$ cat src/rtl/ibex_mem_port_arbiter.sv
// Shares one req/gnt/rvalid memory port between the fetch and LSU interfaces.
// Owner is locked until granted; an in-order ID FIFO steers each response back.
module ibex_mem_port_arbiter #(
  parameter int unsigned MaxOutstanding = 2,
  parameter bit          DataPriority   = 1'b0
) (
  input  logic        clk_i,
  input  logic        rst_i,
  input  logic        instr_req_i,
  input  logic [31:0] instr_addr_i,
  output logic        instr_gnt_o,
  output logic        instr_rvalid_o,
  output logic [31:0] instr_rdata_o,
  output logic        instr_err_o,
  input  logic        data_req_i,
  input  logic        data_we_i,
  input  logic [3:0]  data_be_i,
  input  logic [31:0] data_addr_i,
  input  logic [31:0] data_wdata_i,
  output logic        data_gnt_o,
  output logic        data_rvalid_o,
  output logic [31:0] data_rdata_o,
  output logic        data_err_o,
  output logic        mem_req_o,
  output logic        mem_we_o,
  output logic [3:0]  mem_be_o,
  output logic [31:0] mem_addr_o,
  output logic [31:0] mem_wdata_o,
  input  logic        mem_gnt_i,
  input  logic        mem_rvalid_i,
  input  logic [31:0] mem_rdata_i,
  input  logic        mem_err_i,
  output logic [2:0]  outstanding_o,
  output logic        protocol_err_o
);

  localparam int unsigned CntW = 3;
  localparam int unsigned PtrW = 2;

  localparam logic [1:0] IDLE   = 2'd0;
  localparam logic [1:0] HOLD_I = 2'd1;
  localparam logic [1:0] HOLD_D = 2'd2;

  logic [1:0]      r_state;
  logic [1:0]      w_state_next;
  logic            r_rr_data;
  logic [3:0]      r_fifo;
  logic [PtrW-1:0] r_wptr;
  logic [PtrW-1:0] r_rptr;
  logic [CntW-1:0] r_count;
  logic            r_proto_err;

  logic w_fresh_d;
  logic w_own_d;
  logic w_sel_valid;
  logic w_full;
  logic w_req;
  logic w_push;
  logic w_pop;
  logic w_head;

  function automatic logic [PtrW-1:0] ptr_inc(input logic [PtrW-1:0] p);
    return (p == PtrW'(MaxOutstanding - 1)) ? '0 : p + PtrW'(1);
  endfunction

  // r_rr_data=1 means the data port wins the next tie
  always_comb begin
    w_fresh_d    = 1'b0;
    w_own_d      = 1'b0;
    w_sel_valid  = 1'b0;
    w_full       = 1'b0;
    w_req        = 1'b0;
    w_push       = 1'b0;
    w_state_next = IDLE;

    if (DataPriority) w_fresh_d = data_req_i;
    else              w_fresh_d = data_req_i & (~instr_req_i | r_rr_data);

    case (r_state)
      HOLD_I:  w_own_d = instr_req_i ? 1'b0 : w_fresh_d;
      HOLD_D:  w_own_d = data_req_i  ? 1'b1 : w_fresh_d;
      default: w_own_d = w_fresh_d;
    endcase

    w_sel_valid = w_own_d ? data_req_i : instr_req_i;
    w_full      = (r_count >= CntW'(MaxOutstanding));
    w_req       = w_sel_valid & ~w_full;
    w_push      = w_req & mem_gnt_i;

    if (w_sel_valid && !w_push) w_state_next = w_own_d ? HOLD_D : HOLD_I;
  end

  always_ff @(posedge clk_i) begin
    if (rst_i) r_state <= IDLE;
    else       r_state <= w_state_next;
  end

  assign w_pop  = mem_rvalid_i & (r_count != '0);
  assign w_head = r_fifo[r_rptr];

  always_ff @(posedge clk_i) begin
    if (rst_i) begin
      r_rr_data   <= 1'b0;
      r_fifo      <= '0;
      r_wptr      <= '0;
      r_rptr      <= '0;
      r_count     <= '0;
      r_proto_err <= 1'b0;
    end else begin
      if (w_push) begin
        r_fifo[r_wptr] <= w_own_d;
        r_wptr         <= ptr_inc(r_wptr);
        r_rr_data      <= ~w_own_d;
      end
      if (w_pop) r_rptr <= ptr_inc(r_rptr);
      r_count <= r_count + CntW'(w_push) - CntW'(w_pop);
      if (mem_rvalid_i && (r_count == '0)) r_proto_err <= 1'b1;
    end
  end

  assign mem_req_o   = w_req;
  assign instr_gnt_o = w_push & ~w_own_d;
  assign data_gnt_o  = w_push &  w_own_d;

  // Fetches are always full-word reads; idle bus fields stay zero
  always_comb begin
    mem_we_o    = 1'b0;
    mem_be_o    = 4'h0;
    mem_addr_o  = 32'h0;
    mem_wdata_o = 32'h0;
    if (w_sel_valid) begin
      if (w_own_d) begin
        mem_we_o    = data_we_i;
        mem_be_o    = data_be_i;
        mem_addr_o  = data_addr_i;
        mem_wdata_o = data_wdata_i;
      end else begin
        mem_be_o    = 4'hF;
        mem_addr_o  = instr_addr_i;
      end
    end
  end

  assign instr_rvalid_o = w_pop & ~w_head;
  assign data_rvalid_o  = w_pop &  w_head;
  assign instr_rdata_o  = mem_rdata_i;
  assign data_rdata_o   = mem_rdata_i;
  assign instr_err_o    = mem_err_i;
  assign data_err_o     = mem_err_i;
  assign outstanding_o  = r_count;
  assign protocol_err_o = r_proto_err;

endmodule

$ cat config.mk
export PLATFORM = sky130hd
export DESIGN_NAME = ibex_mem_port_arbiter
export DESIGN_NICKNAME = d
export VERILOG_FILES = /design/src/rtl/ibex_mem_port_arbiter.sv
export SDC_FILE = /design/constraint.sdc
export NUM_CORES = 1
export LEC_CHECK = 0
export BUFFER_PORTS_ARGS = -buffer_cell sky130_fd_sc_hd__buf_4
export CAP_MARGIN = 20
export CORE_AREA = 2 2 111 113
export CTS_CLUSTER_DIAMETER = 60
export DETAILED_ROUTE_END_ITERATION = 10
export DIE_AREA = 0 0 113 115
export SLEW_MARGIN = 40
export SYNTH_ARGS = -nofsm -noshare
export SYNTH_HDL_FRONTEND = slang
export SYNTH_SLANG_ARGS = --single-unit
$ cat constraint.sdc
create_clock -name clk_i -period 5.4 [get_ports clk_i]
set_input_delay 0.54 -clock clk_i [delete_from_list [all_inputs] [get_ports clk_i]]
set_output_delay 0.54 -clock clk_i [all_outputs]
set_load 0.05 [all_outputs]
Yosys cells after proc, flatten, opt, wreduce, memory -nomap -nowiden
Index checks and enable logic that the tools add are counted. W data, S select, Z words.

Output and inout port bits: 144. Register bits: 15. Bits of input ports: 140.

Reductions and logical operators: 7. $add $sub $neg: 4. Bitwise gates (word level): 14. $lt $le $gt $ge: 4. Eq/ne operators: 4. Muxes and demuxes: 20.

Operators by type and width (number): $mux W32 (4); $and A1 B1 Y1 (8); $mux W4 (2); $mux W1 (7); $eq A2 B1 Y1 const B (3); $lt A2 B3 Y1 const B (2); $mux W2 (3); $not A1 Y1 (5); $add A2 B1 Y2 const B (2); $bwmux W4 (1); $add A3 B1 Y3 (1); $ge A3 B2 Y1 const B (1); $logic_and A1 B1 Y1 (3); $logic_not A3 Y1 (1); $reduce_bool A3 Y1 (1); $sub A3 B1 Y3 (1); $bmux W1 S2 (1); $demux W1 S2 (1); $eq A2 B2 Y1 const B (1); $ge A2 B1 Y1 const B (1); $pmux W1 S2 (1); $reduce_or A2 Y1 (1); $logic_not A1 Y1 (1); $or A1 B1 Y1 (1).

Longest topological paths before layout
Gate-level depths: netlist of the first run.

Depth after elaboration: 12. Depth in mapped cells: 11.

Worst setup path after synthesis of the first run
Ideal clock, no wire load.

Path kind: register -> output. Start point: register r_state[0]. End point: output port mem_addr_o[15]. Required time: 4860 ps. Setup slack: 2325 ps. Cell stages (with the launch flop): 7. Arrival time: 2535 ps. Buffers on the path: 2. Cell sequence: dfxtp_1 -> inv_1 -> ha_1 -> o311a_4 -> buf_4 -> clkbuf_1 -> o21ai_0.

Word-level cells in the longest chain between the ends: 4.

RTL lines: start, declared (RTL line 44) `logic [1:0] r_state;`; start signal, assigned (RTL line 95) `else r_state <= w_state_next;`; $eq A2 B2 Y1 / $eq A2 B1 Y1 (equally long branches) (RTL line 79) `case (r_state)`; $pmux W1 S2 (*) (RTL line 79); $mux W32 / $mux W1 (equally long branches) (RTL line 132, 85); $mux W32 (*) (RTL line 131) `if (w_sel_valid) begin`; end, declared (RTL line 27) `output logic [31:0] mem_addr_o,`.

Mark *: on every way between the ends. The rest lies on a longest branch, timed or not.

Worst setup path after layout of the first run
Start point: register r_state[0]. End point: output port mem_be_o[3].

Word-level cells in the longest chain between the ends: 4.

RTL lines: $eq A2 B2 Y1 / $eq A2 B1 Y1 (equally long branches) (RTL line 79); $pmux W1 S2 (*) (RTL line 79); $mux W4 / $mux W1 (equally long branches) (RTL line 132, 85); $mux W4 (*) (RTL line 131); end, declared (RTL line 26) `output logic [3:0] mem_be_o,`.

Marked as above.

==> results of run 1 <==
==> cells in the mapped netlist (2+ instances only) <==
cell,number,area [sq um]
clkbuf_1,10,37.5
buf_4,68,510
ha_1,4,50.1
and2_1,34,213
nand3b_1,3,22.5
xnor2_1,2,17.5
nand2_1,67,251
a21o_1,4,30.0
inv_1,6,22.5
nor2_1,8,30.0
nand2b_1,5,31.3
buf_2,3,15.0
nor2b_1,6,37.5
nor3b_1,3,22.5
mux2i_1,4,40.0
nor3_1,2,10.0
dfxtp_1,15,300
o21ai_0,32,160
==> state kept, by name, indices dropped and copies added (netlist names) <==
name	cells
r_state	2
protocol_err_o	1
r_rptr	2
outstanding_o	3
r_wptr	2
r_fifo	4
r_rr_data	1
==> worst min path at each step <==
stage / startpoint / end / depth (start not counted)
2_1_floorplan: r_fifo[0] / r_fifo[0] / 2
6_report: r_fifo[0] / r_fifo[0] / 2
5_1_grt: r_rptr[1] / r_rptr[1] / 1
3_5_place_dp: r_fifo[0] / r_fifo[0] / 2
4_1_cts: r_fifo[0] / r_fifo[0] / 2
3_3_place_gp: protocol_err_o / protocol_err_o / 2
==> power breakdown <==
part / switching [mW] / total (mW) / internal [mW]
logic: 0.578 / 0.866 / 0.288
clock network: 0.0465 / 0.147 / 0.100
registers: 0.0232 / 0.157 / 0.134
total: 0.648 / 1.17 / 0.522
==> cell usage in the layout, fill, tap and decap left out, types with 2 or more instances in the layout <==
cell type / n
nor2b_1: 6
inv_1: 6
and2_1: 34
dfxtp_1: 15
nor3b_1: 3
clkbuf_16: 3
nor2_1: 8
buf_4: 184
mux2i_1: 4
nand2_1: 67
ha_1: 4
a21o_1: 4
nand2b_1: 5
o21ai_0: 32
nand3b_1: 3
xnor2_1: 2
nor3_1: 2
==> critical path, stage by stage (launching register included) <==
cell	delay [ns]
dfxtp_1	0.32
inv_1	0.05
ha_1	0.36
o311a_4	0.52
buf_12	0.23
nor2b_1	0.36
a21o_1	0.14
buf_4	0.19
==> per-layer routing <==
| layer | vias to the layer above | wire (um) |
|---|---|---|
| met3 | 19 | 609 |
| met4 | 2 | 79 |
| li1 | 1078 | - |
| met1 | 958 | 2940 |
| met2 | 99 | 3510 |
| met5 | - | 13 |
==> layout make-up <==
class	instances	area, sq um
flip-flops and latches	15	300
clock buffers	4	78.8
fillers	1314	8730
multi-input cells	189	1100
inverters	6	22.5
well taps	147	184
repair buffers	185	1400
==> metrics by stage <==
step / util (%) / power [mW] / cell area [sq um]
global placement: 25.3 / 1.01 / 2980
CTS: 25.9 / 1.17 / 3060
detailed placement: 25.3 / 1.02 / 2980
floorplan: - / 0.893 / 2000
finish: 26.1 / 1.17 / 3080
global route: 26.1 / 1.24 / 3080
==> cell families (layout without fill, tap and decap cells) <==
kind of cell / Yosys count / in the layout
AOI/OAI and AO/OA: 43 / 43
xor gates and xnor gates: 3 / 3
adders and majority gates: 5 / 5
buffers and inverters: 89 / 195
DFF: 15 / 15
muxes: 5 / 5
and+or+nand+nor: 133 / 133
==> out/results.env, run 1 <==
OUTCOME='finished with violations'
VIOLATIONS='DRC'
R2R-START='r_state[0]'
SYNTH-COMPOUND-AREA-SHARE_PCT=13.7
CTSRESIZECOUNT=0
POST-ROUTE-MIN-PERIOD_NS=3.01
ROUTE.ANTENNA.REMAINING_NETS=0
GLOBAL_ROUTE.OVERFLOW_TOTAL=0
HTREE_LEVELS=1
POST_SYNTH_NUM_CELL_TYPES=35
FINALHOLDVIOLCOUNT=0
POST_SYNTH_MUX_AREA_SHARE_PCT=3.13
MAX-CLOCK-PATH-BUFFERS=2
SETUP_SLACK_NS=2.39
GR-MAX-USAGE-LAYER='met2'
AREA_GROWTH_SYN_TO_LAYOUT_PCT=54.3
CRITICAL_PATH_REQUIRED_NS=4.86
SYNTH-XOR-AREA-SHARE_PCT=1.31
CLK_PIN_SLEW_NS=0.05
DRT_DRC_VIOLATIONS_LEFT=9
SYN_INST=293
CTSROOTBUFFERMASTER='clkbuf_16'
FINAL-INSTANCE-COUNT-EXCL-FILL=546
CORE_AREA_SQ_UM=11800
YS_SEQ_AREA_SHARE_PCT=15.0
FIRSTDRTPASSITERS=7
DESIGN.DIE.AREA_SQ_UM=13000
SYNTH.CELL_AREA_SQ_UM=2000
TRITONCTS.NUM_BUFFERS=3
WORSTMARGINPINSLEW_NS=0.739
WIRE_PER_INST_UM=13.1
NUMCLOCKSINKS=15
POWER_DENSITY_nW_PER_UM2=380
POST_SYNTH.CELL_AREA_AVG_SQ_UM=6.82
LEAKAGE_nW=1.55
GRT_PASS1_VIAS=2048
ROUTED-VIA-COUNT=2156
ROUTING_USAGE_ON_MET2_PCT=16.4
SYNTHESIS.NETS=438
ANTENNADIODECOUNT=0
STARTPOINT='r_state[0]'
RSZ0062_AT_GRT='no'
YOSYSWARNINGS=0
CP-START-KIND='register'
TIMING_WORST_SETUP_PATH_TYPE='reg2out'
SYNTHARSTFLOPSHARE_PCT=0
CTS_TREE='done'
ARRIVAL_NS=2.47
CAP_VIOLATIONS=0
FINAL_WEIGHTED_CONGESTION_IN_ROUTABILITY_DRIVEN_PLACEMENT=0.717
CORE.ROWCOUNT=40
MIN_PERIOD_OVER_PERIOD_PCT=55.8
FMAX_MHz=332
IO_BUFFERS=184
SETUP.REG_TO_REG.WORST_SLACK_NS=2.70
FIN_WORST_HOLD_SLACK_NS=0.477
FIRST_DRT_ITERATION_DRCS=81
CLKLATENCYLATEPIN_NS=0.25
DIE_WIDTH_UM=113
GRT_ANTENNA_BEFORE_REPAIR=1
SYNTH_TOP_FAMILY_BY_AREA='simple AND/OR/NAND/NOR gates'
GRT_MAX_DEGREE=105
MAX-VDD-IR-DROP_mV=0.196
CHIPHEIGHT_UM=115
USE_MET1_PCT=12.6
PRE_CTS_WS_NS=2.37
DP_HPWL_UM=5960
GRT_FIRST_PASS_WIRELENGTH_UM=10500
CTS_SETUP_BUFFERS=0
DRIVE_GT1_SHARE_PCT=48.6
MAX-SLEW-MARGIN-REL_PCT=50.3
SYNTH_SIMPLE_GATE_AREA_SHARE_PCT=33.2
DETAIL_ROUTE.VIAS_PER_CELL=3.95
SETUP_VIOLATIONS=0
STARTING_DENSITY_PCT=16.9
YOSYS_REGISTER_BITS=15
GRT_UTIL_MET3_PCT=3.22
HOLD_CLASS='reg2reg'
TNS_NS=0
SLEW_VIOLATIONS=0
GROUTE.USAGE.OVERALL_PCT=9.89
NUMBER_OF_FLOPS_MAPPED_TO_ENABLE_CELLS_BY_YOSYS=0
IOPINCOUNT=284
WORSTREGTOREGCELLS=10
DRT_WL_TOTAL_UM=7150
FINAL_NETS=545
PREVAILING_POST_SYNTH_REGISTER_CELL='dfxtp_1'
WORST_CLOCK_SKEW_NS=0.00159
CTS-HOLD-FIX-BUFFERS=0
WORST_SETUP_PATH_END_KIND='output pin'
REG2REG_TO='outstanding_o[2]'
CRIT_PATH_MAX_FANOUT=72
DP_CELLS=541
WORSTSETUPENDPOINT='mem_be_o[3]'
SYNTH-ADDER-AREA-SHARE_PCT=3.51
Note: power is estimated with default switching activity, not from simulation.
==> run 2: changes to the inputs <==
Settings changed: ABC_AREA set to 1, CORE_AREA 2 2 111 113 to 2 2 109 111, DIE_AREA 0 0 113 115 to 0 0 111 113.
Clock period 5.4 ns to 2.63 ns, I/O delays scaled along.
==> out/results.env, run 2 <==
LAYOUT_COMMONEST_CELL='buf_4'
SYNTH-XOR-AREA-SHARE_PCT=0.412
OUTCOME='finished, final reports clean'
TIMING_WORST_SETUP_PATH_TYPE='reg2out'
CORE.ROWCOUNT=39
WORST_SETUP_PATH_END_KIND='output pin'
CHIPHEIGHT_UM=113
STARTING_DENSITY_PCT=18.8
GRT_FIRST_PASS_WIRELENGTH_UM=11300
SYNTH_TOP_FAMILY_BY_AREA='buffers and inverters'
LEAKAGE_nW=1.97
DRT_DRC_VIOLATIONS_LEFT=0
DP_HPWL_UM=5980
YS_SEQ_AREA_SHARE_PCT=14.1
P_SW_SHARE_PCT=55.7
YOSYSWARNINGS=0
CTSROOTBUFFERMASTER='clkbuf_16'
SYNTH.CELL_AREA_SQ_UM=2120
GROUTE.USAGE.OVERALL_PCT=10.8
POST_SYNTH_NUM_CELL_TYPES=27
ANTENNADIODECOUNT=0
SYNTH-ADDER-AREA-SHARE_PCT=3.30
GLOBAL_ROUTE.OVERFLOW_TOTAL=0
NUMBER_OF_FLOPS_MAPPED_TO_ENABLE_CELLS_BY_YOSYS=0
MAX-SLEW-MARGIN-REL_PCT=78.4
WIRE_PER_INST_UM=12.2
FINAL_WEIGHTED_CONGESTION_IN_ROUTABILITY_DRIVEN_PLACEMENT=0.777
LARGEST_REGISTER_FFS=4
GRT_PASS1_VIAS=2252
FINAL-INSTANCE-COUNT-EXCL-FILL=586
WORSTMARGINPINSLEW_NS=0.323
CTS-HOLD-FIX-BUFFERS=0
MAX-VDD-IR-DROP_mV=0.616
CLK_PIN_SLEW_NS=0.05
FIRSTDRTPASSITERS=4
FINAL_NETS=589
SETUP_VIOLATIONS=0
SLEW_VIOLATIONS=0
DESIGN.DIE.AREA_SQ_UM=12500
DIE_WIDTH_UM=111
MIN_PERIOD_OVER_PERIOD_PCT=90.1
CTS_SETUP_BUFFERS=0
SYN_INST=332
POST_SYNTH_MUX_AREA_SHARE_PCT=0
P_INT_mW=1.04
CLKLATENCYLATEPIN_NS=0.25
WORST_CLOCK_SKEW_NS=0.00231
CRITICAL_PATH_REQUIRED_NS=2.37
LAYOUT.CELLS.MOST_COMMON_LIST='buf_4 (185), inv_1 (89), nor2_1 (56)'
PROPORTION_OF_POWER_DRAWN_BY_COMBINATIONAL_GATES_PCT=74.0
SYNTH_TOP_CELLS_BY_AREA='buf_4 (24%), inv_1 (16%), dfxtp_1 (14%)'
FINALHOLDVIOLCOUNT=0
SWITCHINGPOWER_mW=1.30
YOSYS_REGISTER_BITS=15
FIN_WORST_HOLD_SLACK_NS=0.255
DRIVE_GT1_SHARE_PCT=47.2
CTS_TREE='done'
NUMCLOCKSINKS=15
POST_SYNTH.CELL_AREA_AVG_SQ_UM=6.40
ROUTED-VIA-COUNT=2286
CAP_VIOLATIONS=0
SYNTH_COMMON_CELLS='inv_1 (89), buf_4 (69), nor2_1 (56)'
SYNTHARSTFLOPSHARE_PCT=0
DRT_WL_TOTAL_UM=7140
SYNTH_SIMPLE_GATE_AREA_SHARE_PCT=19.6
FIRST_DRT_ITERATION_DRCS=73
YOSYSMOSTFREQUENTCELL='inv_1'
FMAX_MHz=422
CTSRESIZECOUNT=0
IO_BUFFERS=184
POWER_DENSITY_nW_PER_UM2=736
SYNTH-COMPOUND-AREA-SHARE_PCT=16.8
POSTLAYOUTCELLAREA_SQ_UM=3170
TNS_NS=0
SYNTHESIS.NETS=477
POST-ROUTE-MIN-PERIOD_NS=2.37
RSZ0062_AT_GRT='no'
HTREE_LEVELS=1
YOSYS.AREA.TOP_TYPE_SHARE_PCT=24.4
DETAIL_ROUTE.VIAS_PER_CELL=3.90
NETLIST.TOP_CELL.BY_AREA='buf_4'
CP-START-KIND='register'
IOPINCOUNT=284
FINALCOREUTILIZATION_PCT=28.1
PREVAILING_POST_SYNTH_REGISTER_CELL='dfxtp_1'
HOLD_CLASS='in2reg'
PLACEMENT.CELL_AREA_SQ_UM=3090
CORE_AREA_SQ_UM=11300
GRT_MAX_DEGREE=35
AREA_GROWTH_SYN_TO_LAYOUT_PCT=49.3
CLKPWRFRAC_PCT=12.9
MAX-CLOCK-PATH-BUFFERS=2
ARRIVAL_NS=2.11
GRT_ANTENNA_BEFORE_REPAIR=0
DP_CELLS=582
ROUTE.ANTENNA.REMAINING_NETS=0
SEQ_POWER_SHARE_PCT=13.1
CRIT_PATH_MAX_FANOUT=32
REGISTERS.TOP_BY_FF_COUNT='r_fifo'
TRITONCTS.NUM_BUFFERS=3
==> run 2: cell count changes in the layout (fill, tap and decap cells not counted), sizes merged, moves of 4 or more <==
cell / change
inv: +86
a21o: -4
o21ai: -31
a22oi: +32
mux2i: -4
nand3: +6
nand4: +5
nor2: +48
nand2b: -5
nor2b: -6
nand2: -38
and2: -34
==> run 2: kinds of logic (layout without fill, tap and decap cells) <==
kind of cell | Yosys count | count (layout)
compound gates | 42 | 42
xor+xnor | 1 | 1
fa+ha+maj | 5 | 5
buf+inv | 172 | 283
flops | 15 | 15
simple gates | 97 | 97
==> run 2: routing by layer <==
| layer | up-vias | wire [um] | GRT usage [%] |
|---|---|---|---|
| met1 | 995 | 2570 | 11.9 |
| met4 | 0 | 100 | 2.92 |
| li1 | 1144 | - | - |
| met3 | 7 | 721 | 3.43 |
| met2 | 140 | 3740 | 19.9 |
| met5 | - | 0 | 0 |
==> run 2: area by class of cell <==
cell class / instances / area, sq um
fillers: 1231 / 8100
repair buffers: 186 / 1410
multi-input cells: 145 / 851
inverters: 93 / 354
flip-flops and latches: 15 / 300
well taps: 143 / 179
clock buffers: 4 / 78.8
==> run 2: power by group through the flow <==
stage	clock [mW]	sequential, mW	combinational [mW]
floorplan	0	0.382	1.42
global placement	0	0.307	1.71
detailed placement	0	0.309	1.73
CTS	0.304	0.306	1.74
global route	0.317	0.312	1.85
finish	0.301	0.306	1.73
==> run 2: worst paths after layout <==
kind                        from          endpoint  slack (ns)  depth (start not counted)
hold / removal             rst_i  outstanding_o[0]        0.25                          2
setup reg to reg      r_state[0]  outstanding_o[2]        0.31                         14
setup / recovery      r_state[0]    mem_addr_o[31]        0.26                         11
hold reg to reg   protocol_err_o    protocol_err_o        0.46                          2
==> run 2: metrics by stage <==
| step | total power [mW] | setup WS [ns] |
|---|---|---|
| final | 2.33 | 0.260 |
| after detailed placement | 2.04 | 0.338 |
| after floorplan | 1.81 | 0.137 |
| after CTS | 2.35 | 0.206 |
| after global placement | 2.02 | 0.405 |
| after global routing | 2.48 | 0.0400 |
==> run 2: worst max-delay path: stages, from the launching register on <==
cell and delay, ns:
dfxtp_1 0.32, inv_1 0.05, ha_1 0.30, nand3_1 0.09
nand2_1 0.06, inv_2 0.06, nand2_4 0.09, nand2_4 0.12
clkinv_4 0.22, a22oi_1 0.25, inv_1 0.07, buf_4 0.20
==> run 3: changes to the inputs <==
Settings changed: PLACE_DENSITY set to 0.61, SKIP_LAST_GASP set to 1.
==> out/results.env, run 3 (same netlist as run 2, synthesis figures left out) <==
OUTCOME='finished, final reports clean'
RSZ0062_AT_GRT='no'
FIRSTDRTPASSITERS=4
DP_CELLS=582
DRT_WL_TOTAL_UM=7490
FILL_CELLS=1225
SLEW_VIOLATIONS=0
WORST_CLOCK_SKEW_NS=0.00104
WORSTREGTOREGCELLS=14
NUMBER_OF_CELLS_ON_THE_WORST_HOLD_PATH=2
POSTLAYOUTCELLAREA_SQ_UM=3170
PRE_CTS_WS_NS=0.291
HTREE_LEVELS=1
LARGEST_REGISTER_FFS=4
LAYOUT.CELLS.MOST_COMMON_LIST='buf_4 (185), inv_1 (89), nor2_1 (56)'
P_INT_mW=1.04
SETUP_SLACK_NS=0.246
TIMING_WORST_SETUP_PATH_TYPE='reg2out'
DIE_WIDTH_UM=111
CORE_AREA_SQ_UM=11300
STARTING_DENSITY_PCT=18.8
REG2REG_TO='outstanding_o[2]'
ANTENNADIODECOUNT=0
SETUP_VIOLATIONS=0
HOLD_CLASS='in2reg'
SETUP.REG_TO_REG.WORST_SLACK_NS=0.29
FINAL-INSTANCE-COUNT-EXCL-FILL=586
PROPORTION_OF_POWER_DRAWN_BY_COMBINATIONAL_GATES_PCT=74.2
FINAL_NETS=589
HOLDPATHEND='outstanding_o[0]'
POST-ROUTE-MIN-PERIOD_NS=2.38
ROUTED-VIA-COUNT=2316
GLOBAL_ROUTE.OVERFLOW_TOTAL=0
POWER_DENSITY_nW_PER_UM2=739
CORE.ROWCOUNT=39
FINAL_WEIGHTED_CONGESTION_IN_ROUTABILITY_DRIVEN_PLACEMENT=0.842
CRITICAL_PATH_REQUIRED_NS=2.37
IO_BUFFERS=184
CLKLATENCYLATEPIN_NS=0.25
MAX-SLEW-MARGIN-REL_PCT=78.1
CP-START-KIND='register'
DRT_DRC_VIOLATIONS_LEFT=0
CHIPHEIGHT_UM=113
CTSROOTBUFFERMASTER='clkbuf_16'
NUMCLOCKSINKS=15
GRT_MAX_DEGREE=41
PLACEMENT.CELL_AREA_SQ_UM=3090
P_SW_SHARE_PCT=55.8
FMAX_MHz=419
SLOWEST_STAGE_CELL_ON_THE_CRITICAL_PATH='dfxtp_1'
CTS-HOLD-FIX-BUFFERS=0
AREA_GROWTH_SYN_TO_LAYOUT_PCT=49.3
DETAIL_ROUTE.VIAS_PER_CELL=3.95
MIN_PERIOD_OVER_PERIOD_PCT=90.7
WIRE_PER_INST_UM=12.8
MAX-VDD-IR-DROP_mV=0.703
CTS_TREE='done'
CLKPWRFRAC_PCT=12.8
GRT_ANTENNA_BEFORE_REPAIR=0
CTS_SETUP_BUFFERS=0
PATH_CELLS='inv_1 -> ha_1 -> nand3_1 -> nand2_1 -> inv_2 -> nand2_4 -> nand2_4 -> clkinv_4 -> a22oi_1 -> inv_1 -> buf_4'
FIN_WORST_HOLD_SLACK_NS=0.254
DRIVE_GT1_SHARE_PCT=47.2
WORSTMARGINPINSLEW_NS=0.326
TNS_NS=0
LEAKAGE_nW=1.97
FIRST_DRT_ITERATION_DRCS=101
FINALHOLDVIOLCOUNT=0
SWITCHINGPOWER_mW=1.31
DP_HPWL_UM=6390
DESIGN.DIE.AREA_SQ_UM=12500
CLK_PIN_SLEW_NS=0.05
SEQ_POWER_SHARE_PCT=13.0
REGISTERS.TOP_BY_FF_COUNT='r_fifo'
WORST_SETUP_PATH_END_KIND='output pin'
GRT_PASS1_VIAS=2397
LAYOUT_COMMONEST_CELL='buf_4'
CAP_VIOLATIONS=0
ROUTE.ANTENNA.REMAINING_NETS=0
MAX-CLOCK-PATH-BUFFERS=2
ARRIVAL_NS=2.12
IOPINCOUNT=284
WORST-PATH-BUF-INV=5
PATH_DELAY_FAMILY='buffers and inverters'
CRIT_PATH_MAX_INCR_DELAY_NS=0.33
GROUTE.USAGE.OVERALL_PCT=11.1
CTSRESIZECOUNT=0
GRT_FIRST_PASS_WIRELENGTH_UM=11600
R2R-START='r_state[0]'
TRITONCTS.NUM_BUFFERS=3
CRIT_PATH_MAX_FANOUT=32
HOLD_PATH_STARTPOINT='rst_i'
-- run 3: metrics by stage --
step	total power, mW	utilization (%)
5_1_grt	2.49	28.1
4_1_cts	2.37	28.1
6_report	2.34	28.1
3_5_place_dp	2.06	27.4
2_1_floorplan	1.81	-
3_3_place_gp	2.03	27.4
-- run 3: power groups by stage --
stage	sequential, mW	combinational (mW)	clock [mW]
6_report	0.306	1.74	0.300
2_1_floorplan	0.382	1.42	0
3_5_place_dp	0.309	1.75	0
5_1_grt	0.310	1.86	0.318
3_3_place_gp	0.307	1.72	0
4_1_cts	0.306	1.76	0.305
-- run 3: per-layer routing --
metal  wire [um]  GRT usage, %  vias up
met1        2740          11.7     1026
met3         798          4.23        8
met4          65          1.92        0
met2        3890          21.2      138
li1            -             -     1144
met5           0             0        -
-- run 3: worst register-to-register path, stage by stage (launching register included) --
cell,delay (ns)
dfxtp_1,0.33
inv_1,0.05
ha_1,0.31
nand3_1,0.09
nand2_1,0.06
inv_2,0.06
nand2_4,0.09
nand2_2,0.12
nand3_2,0.12
nand3_1,0.15
nand2_1,0.07
ha_1,0.20
fa_1,0.37
xor2_1,0.17
nor2_1,0.06
-- run 3: final cells by class --
| class | instances | area, sq um | share of cell area, % |
|---|---|---|---|
| timing repair buffer | 186 | 1410 | 44.4 |
| multi-input combinational | 145 | 851 | 26.8 |
| inverter | 93 | 354 | 11.2 |
| sequential | 15 | 300 | 9.47 |
| tap | 143 | 179 | 5.64 |
| clock buffer | 4 | 78.8 | 2.49 |
-- run 3: worst max-delay path by stage --
stage	from	cells after the start	slack [ns]	to
global route	r_state[0]	14	0.06	outstanding_o[2]
floorplan	outstanding_o[1]	10	0.14	outstanding_o[1]
detailed placement	r_state[0]	14	0.29	outstanding_o[2]
global placement	r_state[0]	14	0.40	outstanding_o[2]
finish	r_state[0]	11	0.25	mem_addr_o[28]
CTS	r_state[0]	11	0.23	mem_addr_o[27]
